$ cat src/rtl/multicycle_ctrl_fsm.sv
// -----------------------------------------------------------------------------
// multicycle_ctrl_fsm
//
// Main control unit for a multicycle RISC-V style datapath. A Moore FSM walks
// each instruction through FETCH / DECODE / execute / writeback and drives
// the datapath strobes and mux selects from registered decodes of the state.
//
// Parameters
//   MEM_TIMEOUT : consecutive mem_ready-low cycles tolerated in one memory
//                 state before a memory fault (2..255).
//   TRAP_STICKY : 1 = TRAP holds until reset, 0 = TRAP lasts one cycle.
//
// Build option
//   MULTICYCLE_MEM_WAIT_EN : when defined, FETCH/MEMRD/MEMWR wait for
//   mem_ready and an 8-bit stall counter raises mem_fault on timeout. When
//   undefined, mem_ready is ignored and mem_fault is tied low.
//
// Ports
//   clk, reset (sync, active high), opcode[6:0], mem_ready
//   RegWrite, MemRead, MemWrite, IorD, IRWrite, PCWrite, PCWriteCond,
//   instr_done (retire pulse), illegal_instr, mem_fault
//   ALUSrcA, ALUSrcB, ALUOp, MemtoReg, PCSource (2 bits each)
//   state_dbg[3:0] : current state encoding
// -----------------------------------------------------------------------------
module multicycle_ctrl_fsm #(
   parameter int unsigned MEM_TIMEOUT = 16,
   parameter int unsigned TRAP_STICKY = 1
) (
   input  logic       clk,
   input  logic       reset,
   input  logic [6:0] opcode,
   input  logic       mem_ready,
   output logic       RegWrite,
   output logic       MemRead,
   output logic       MemWrite,
   output logic       IorD,
   output logic       IRWrite,
   output logic       PCWrite,
   output logic       PCWriteCond,
   output logic       instr_done,
   output logic       illegal_instr,
   output logic       mem_fault,
   output logic [1:0] ALUSrcA,
   output logic [1:0] ALUSrcB,
   output logic [1:0] ALUOp,
   output logic [1:0] MemtoReg,
   output logic [1:0] PCSource,
   output logic [3:0] state_dbg
);

   typedef enum logic [3:0] {
      S_FETCH   = 4'd0,
      S_DECODE  = 4'd1,
      S_MEMADDR = 4'd2,
      S_MEMRD   = 4'd3,
      S_MEMWB   = 4'd4,
      S_MEMWR   = 4'd5,
      S_EXEC_R  = 4'd6,
      S_ALUWB   = 4'd7,
      S_BRANCH  = 4'd8,
      S_EXEC_I  = 4'd9,
      S_JAL     = 4'd10,
      S_JALR    = 4'd11,
      S_LUI     = 4'd12,
      S_TRAP    = 4'd13
   } state_e;

   typedef struct packed {
      logic       reg_write;
      logic       mem_read;
      logic       mem_write;
      logic       iord;
      logic       ir_write;
      logic       pc_write;
      logic       pc_write_cond;
      logic       instr_done;
      logic [1:0] alu_src_a;
      logic [1:0] alu_src_b;
      logic [1:0] alu_op;
      logic [1:0] mem_to_reg;
      logic [1:0] pc_source;
   } ctrl_t;

   localparam logic [6:0] OP_LW     = 7'b0000011;
   localparam logic [6:0] OP_SW     = 7'b0100011;
   localparam logic [6:0] OP_R      = 7'b0110011;
   localparam logic [6:0] OP_I      = 7'b0010011;
   localparam logic [6:0] OP_BRANCH = 7'b1100011;
   localparam logic [6:0] OP_JAL    = 7'b1101111;
   localparam logic [6:0] OP_JALR   = 7'b1100111;
   localparam logic [6:0] OP_LUI    = 7'b0110111;

   // Last counter value that is still tolerated; one more stall means fault.
   localparam logic [7:0] STALL_LIMIT = 8'(MEM_TIMEOUT - 1);

   // Moore decode of the control word for a given state.
   function automatic ctrl_t decode(input state_e s);
      ctrl_t c;
      c = '0;
      case (s)
         S_FETCH: begin
            c.mem_read  = 1'b1;
            c.ir_write  = 1'b1;
            c.pc_write  = 1'b1;
            c.alu_src_b = 2'b01;
         end
         S_DECODE: c.alu_src_b = 2'b10;
         S_MEMADDR: begin
            c.alu_src_a = 2'b01;
            c.alu_src_b = 2'b10;
         end
         S_MEMRD: begin
            c.mem_read = 1'b1;
            c.iord     = 1'b1;
         end
         S_MEMWB: begin
            c.reg_write  = 1'b1;
            c.mem_to_reg = 2'b01;
            c.instr_done = 1'b1;
         end
         S_MEMWR: begin
            c.mem_write  = 1'b1;
            c.iord       = 1'b1;
            c.instr_done = 1'b1;
         end
         S_EXEC_R: begin
            c.alu_src_a = 2'b01;
            c.alu_op    = 2'b10;
         end
         S_ALUWB: begin
            c.reg_write  = 1'b1;
            c.instr_done = 1'b1;
         end
         S_BRANCH: begin
            c.alu_src_a     = 2'b01;
            c.alu_op        = 2'b01;
            c.pc_write_cond = 1'b1;
            c.pc_source     = 2'b01;
            c.instr_done    = 1'b1;
         end
         S_EXEC_I: begin
            c.alu_src_a = 2'b01;
            c.alu_src_b = 2'b10;
            c.alu_op    = 2'b11;
         end
         S_JAL: begin
            c.reg_write  = 1'b1;
            c.mem_to_reg = 2'b10;
            c.pc_write   = 1'b1;
            c.pc_source  = 2'b01;
            c.instr_done = 1'b1;
         end
         S_JALR: begin
            c.alu_src_a  = 2'b01;
            c.alu_src_b  = 2'b10;
            c.reg_write  = 1'b1;
            c.mem_to_reg = 2'b10;
            c.pc_write   = 1'b1;
            c.instr_done = 1'b1;
         end
         S_LUI: begin
            c.alu_src_a = 2'b10;
            c.alu_src_b = 2'b10;
         end
         default: c = '0;   // TRAP and unused encodings drive no strobes
      endcase
      return c;
   endfunction

   state_e state_q, state_d;
   ctrl_t  ctrl_q;
   logic   illegal_q, illegal_d;
   logic   gate_open;

`ifdef MULTICYCLE_MEM_WAIT_EN
   logic [7:0] stall_cnt_q, stall_cnt_d;
   logic       mem_fault_q, mem_fault_d;
   logic       mem_wait;

   assign mem_wait  = ~mem_ready &
                      ((state_q == S_FETCH) || (state_q == S_MEMRD) || (state_q == S_MEMWR));
   // Strobes that commit a memory transfer only fire on the completing cycle.
   assign gate_open = mem_ready | ~((state_q == S_FETCH) || (state_q == S_MEMWR));
`else
   logic [7:0] unused_cfg;

   // mem_ready and the timeout are intentionally not used in this build.
   assign unused_cfg = STALL_LIMIT ^ {7'd0, mem_ready};
   assign gate_open  = 1'b1;
`endif

   always_comb begin
      state_d   = state_q;
      illegal_d = 1'b0;
`ifdef MULTICYCLE_MEM_WAIT_EN
      mem_fault_d = 1'b0;
      stall_cnt_d = '0;   // cleared on mem_ready=1 and on any state change
`endif
      case (state_q)
         S_FETCH:  state_d = S_DECODE;
         S_DECODE: begin
            case (opcode)
               OP_LW, OP_SW: state_d = S_MEMADDR;
               OP_R:         state_d = S_EXEC_R;
               OP_I:         state_d = S_EXEC_I;
               OP_BRANCH:    state_d = S_BRANCH;
               OP_JAL:       state_d = S_JAL;
               OP_JALR:      state_d = S_JALR;
               OP_LUI:       state_d = S_LUI;
               default: begin
                  state_d   = S_TRAP;
                  illegal_d = 1'b1;
               end
            endcase
         end
         // Only SW selects the store path; anything else continues as a load.
         S_MEMADDR: state_d = (opcode == OP_SW) ? S_MEMWR : S_MEMRD;
         S_MEMRD:   state_d = S_MEMWB;
         S_EXEC_R, S_EXEC_I, S_LUI: state_d = S_ALUWB;
         S_MEMWB, S_MEMWR, S_ALUWB, S_BRANCH, S_JAL, S_JALR: state_d = S_FETCH;
         S_TRAP: begin
            if (TRAP_STICKY != 0) begin
               state_d   = S_TRAP;
               illegal_d = illegal_q;
`ifdef MULTICYCLE_MEM_WAIT_EN
               mem_fault_d = mem_fault_q;
`endif
            end else begin
               state_d = S_FETCH;
            end
         end
         default: state_d = S_FETCH;
      endcase
`ifdef MULTICYCLE_MEM_WAIT_EN
      if (mem_wait) begin
         if (stall_cnt_q == STALL_LIMIT) begin
            state_d     = S_TRAP;
            illegal_d   = 1'b0;
            mem_fault_d = 1'b1;
         end else begin
            state_d     = state_q;
            stall_cnt_d = stall_cnt_q + 8'd1;
         end
      end
`endif
   end

   // Control word is registered from the next state so outputs are glitch-free
   // Moore decodes aligned with state_q.
   always_ff @(posedge clk) begin
      if (reset) begin
         state_q   <= S_FETCH;
         ctrl_q    <= decode(S_FETCH);
         illegal_q <= 1'b0;
`ifdef MULTICYCLE_MEM_WAIT_EN
         stall_cnt_q <= '0;
         mem_fault_q <= 1'b0;
`endif
      end else begin
         state_q   <= state_d;
         ctrl_q    <= decode(state_d);
         illegal_q <= illegal_d;
`ifdef MULTICYCLE_MEM_WAIT_EN
         stall_cnt_q <= stall_cnt_d;
         mem_fault_q <= mem_fault_d;
`endif
      end
   end

   assign RegWrite      = ctrl_q.reg_write;
   assign MemRead       = ctrl_q.mem_read;
   assign MemWrite      = ctrl_q.mem_write;
   assign IorD          = ctrl_q.iord;
   assign IRWrite       = ctrl_q.ir_write & gate_open;
   assign PCWrite       = ctrl_q.pc_write & gate_open;
   assign PCWriteCond   = ctrl_q.pc_write_cond;
   assign instr_done    = ctrl_q.instr_done & gate_open;
   assign illegal_instr = illegal_q;
`ifdef MULTICYCLE_MEM_WAIT_EN
   assign mem_fault     = mem_fault_q;
`else
   assign mem_fault     = 1'b0;
`endif
   assign ALUSrcA       = ctrl_q.alu_src_a;
   assign ALUSrcB       = ctrl_q.alu_src_b;
   assign ALUOp         = ctrl_q.alu_op;
   assign MemtoReg      = ctrl_q.mem_to_reg;
   assign PCSource      = ctrl_q.pc_source;
   assign state_dbg     = state_q;

endmodule

$ cat config.mk
export PLATFORM = sky130hd
export DESIGN_NAME = multicycle_ctrl_fsm
export DESIGN_NICKNAME = d
export VERILOG_FILES = /design/src/rtl/multicycle_ctrl_fsm.sv
export SDC_FILE = /design/constraint.sdc
export NUM_CORES = 1
export LEC_CHECK = 0
export ABC_AREA = 1
export ABC_CLOCK_PERIOD_IN_PS = 2300
export BUFFER_PORTS_ARGS = -buffer_cell sky130_fd_sc_hd__buf_2
export CAP_MARGIN = 20
export CORE_MARGIN = 3
export CORE_UTILIZATION = 50
export DETAILED_ROUTE_END_ITERATION = 10
export GPL_TIMING_DRIVEN = 0
export PLACE_DENSITY = 0.78
export SYNTH_ARGS = -nofsm -noshare
export SYNTH_HDL_FRONTEND = slang
export SYNTH_SLANG_ARGS = --single-unit
$ cat constraint.sdc
create_clock -name clk -period 2.3 [get_ports clk]
set_clock_uncertainty 0.2 [all_clocks]
set_input_delay 0.46 -clock clk [delete_from_list [all_inputs] [get_ports clk]]
set_output_delay 0.46 -clock clk [all_outputs]
set_load 0.02 [all_outputs]
==> flow_summary.json <==
{
  "status": "finished, final reports clean",
  "maxCapViolations": 0,
  "clk_path_buf_depth": 2,
  "h-tree-depth": 1,
  "min_period_ns": 1.919,
  "path_max_fanout": 6,
  "grt_usage_pct": 18.49,
  "drt-initial-drc-count": 24,
  "synth_seq_cells": 22,
  "cts_hold_buf": 0,
  "worstRegToRegCells": 11,
  "synth_cell_types": 25,
  "rsz0062_at_grt": "false",
  "rrSetupSlack_ns": 0.38,
  "final_nets": 197,
  "wl_per_cell_um": 10.79,
  "required_ns": 2.29,
  "slowest_stage": "dfxtp_1",
  "fmax_mhz": 521.2,
  "hold_path_class": "in -> reg",
  "multiInputGateArea_um2": 593.1,
  "crit_path_end_kind": "flip-flop",
  "cts.sinks": 22,
  "fin_tns_setup_ns": 0,
  "yosysWarningCount": 0,
  "finalHoldViolCount": 0,
  "wl_mm": 2.298,
  "die_y_um": 53.49,
  "postLayoutCoreUtil_pct": 66.97,
  "synth_top_area_share_pct": 39.07,
  "cp-start-kind": "flip-flop",
  "clk_pin_slew_ns": 0.12,
  "final-setup-viol-count": 0,
  "synth_flop_cell": "dfxtp_1",
  "antenna_found_initial": 0,
  "ant_nets": 0,
  "crit_top_cell": "nor2_1",
  "avgSynthCellArea_um2": 7.466,
  "timing.final.crit_share_pct": 83.43,
  "fillers": 197,
  "io_pins": 34,
  "insertion_delay_ns": 0.30,
  "pwr-share-comb_pct": 54.7,
  "seqCellArea_um2": 440.4,
  "holdPathStages": 2,
  "syn_area_um2": 1127,
  "hpwl_mm": 1.856,
  "cts_inserted_buffers": 3,
  "synthCells": 151,
  "grt_pass1_vias": 899,
  "via_per_inst": 4.718,
  "yosys.cell_count.top_type": "nand2_1",
  "ys_top_cells_by_area": "dfxtp_1 (39%), nand2_1 (11%), nor2_1 (8.3%)",
  "dieWidth_um": 53.49,
  "grt.overflow.total": 0,
  "vias": 1005,
  "cts_root_buffer": "clkbuf_4",
  "synthToLayoutAreaGrowth_pct": 21.31,
  "yosys.area.top_type": "dfxtp_1",
  "crit_type": "reg -> reg",
  "synthArstFlopShare_pct": 0,
  "slew_violations": 0,
  "n_antenna_cell": 0,
  "synthTopCellsByCount": "nand2_1 (33), nor2_1 (25), dfxtp_1 (22)",
  "layout-drive-gt1-share_pct": 36.02,
  "row_count": 16,
  "grt_max_degree": 14,
  "power_switching_w": 0.0008580,
  "clkPwrFrac_pct": 15.5,
  "design.die.area_um2": 2861,
  "cts-resized-gates": 0,
  "port_buffers": 30,
  "crit_chain": "nor2_2 > inv_2 > nor2_1 > nand2_1 > nand2_2 > a21oi_4 > nand3_1 > nand2_1 > nor2_1 > nor2_1 > nor2_1",
  "initial_core_util_pct": 55.21,
  "first_pass_iters": 4,
  "postCtsSetupBuffers": 0,
  "worstPathArrival_ns": 1.91,
  "place_congestion": 0.8593,
  "pwr_density_cell_nw_per_um2": 1378,
  "core-area_um2": 2042,
  "cpPeakStageDelay_ns": 0.42,
  "synth_edf_count": 0,
  "share_seq_of_total_power_pct": 29.8,
  "switching_share_pct": 45.54,
  "drcViolationCount": 0,
  "cts_tree": "built",
  "grt_pass1_wl_mm": 3.864,
  "vdd_ir_drop_max_mv": 0.8467,
  "p_leak_nw": 0.7543,
  "ys_seq_area_share_pct": 39.07,
  "intPower_w": 0.001026
}
-- power by group through the flow --
stage / clock network [W] / registers [W] / logic, W
after detailed placement: 0 / 0.000572 / 0.00103
final: 0.000291 / 0.000562 / 0.00103
after CTS: 0.000297 / 0.000563 / 0.00104
after global routing: 0.000320 / 0.000575 / 0.00114
after floorplan: 0 / 0.000719 / 0.000641
after global placement: 0 / 0.000564 / 0.00101
-- layout by cell type, fill, tap and decap left out --
| cell type | Yosys | final |
|---|---|---|
| conb_1 | 1 | 2 |
| nand3b_4 | 1 | 1 |
| buf_2 | 0 | 30 |
| nor2_2 | 3 | 3 |
| a21oi_1 | 5 | 5 |
| nand4_4 | 1 | 1 |
| nand3_4 | 1 | 1 |
| o21ai_1 | 1 | 1 |
| o21ai_0 | 2 | 2 |
| nor2_4 | 3 | 3 |
| nor2_8 | 1 | 1 |
| a21oi_4 | 2 | 2 |
| inv_1 | 14 | 14 |
| nand2_1 | 33 | 33 |
| nor2_1 | 25 | 25 |
| nor3_1 | 2 | 2 |
| nand3_1 | 12 | 12 |
| a21oi_2 | 1 | 1 |
| or2_4 | 1 | 1 |
| bufinv_16 | 0 | 1 |
| nand2_4 | 2 | 2 |
| clkbuf_1 | 1 | 1 |
| buf_4 | 2 | 2 |
| nand3_2 | 1 | 1 |
| clkbuf_4 | 0 | 3 |
| dfxtp_1 | 22 | 22 |
| inv_2 | 7 | 7 |
| nand2_2 | 7 | 7 |
-- kinds of logic after synthesis --
family                 share of synthesized area, %
other                                        0.3326
flip-flops                                    39.07
AND/OR/NAND/NOR                               44.73
AO/OA/AOI/OAI                                 7.213
buffers and inverters                         8.657
-- per-layer routing --
| metal | vias up | track usage, % | share of wire [%] |
|---|---|---|---|
| met5 | - | 0 | 0 |
| met4 | 0 | 8.511 | 0.91 |
| met3 | 2 | 5.352 | 5.9 |
| met2 | 26 | 30.20 | 51 |
| met1 | 445 | 21.98 | 42 |
| li1 | 532 | - | - |
-- worst paths after layout --
check / end / startpoint
hold / removal: IorD / reset
hold reg to reg: illegal_instr / illegal_instr
setup reg to reg: ALUSrcB[1] / state_dbg[3]
setup / recovery: ALUSrcB[1] / state_dbg[3]
-- metrics by stage --
step / cell area, µm² / hold WS (ns) / setup WS (ns) / instances / power, W
floorplan: 1131 / 0.3392 / 0.5072 / 152 / 0.001361
global placement: 1315 / 0.2525 / 0.2119 / 209 / 0.001572
detailed placement: 1315 / 0.2675 / 0.1852 / 209 / 0.001600
CTS: 1368 / 0.1301 / 0.3710 / 213 / 0.001899
global route: 1368 / 0.1278 / 0.2022 / 213 / 0.002036
finish: 1368 / 0.1389 / 0.3812 / 213 / 0.001884
-- state kept, by name, summed over array words and instances (netlist names), 2 cells and up --
signal / flops
state_dbg: 4
MemtoReg: 2
ALUSrcB: 2
ALUSrcA: 2
ALUOp: 2
-- layout make-up --
type,instances,area share [%]
timing repair buffer,30,10.98
multi-input combinational,106,43.37
buffer,3,1.372
clock inverter,1,2.196
sequential,22,32.20
tap,27,2.470
inverter,21,5.764
clock buffer,3,1.647
-- critical path: cells and delay by family, from the launching register on --
kind | cells | cell delay [ns]
buffers and inverters | 1 | 0.13
AOI/OAI and AO/OA | 1 | 0.23
and+or+nand+nor | 9 | 0.82
DFF | 1 | 0.42
No activity file was read; power rests on OpenSTA's default activity.
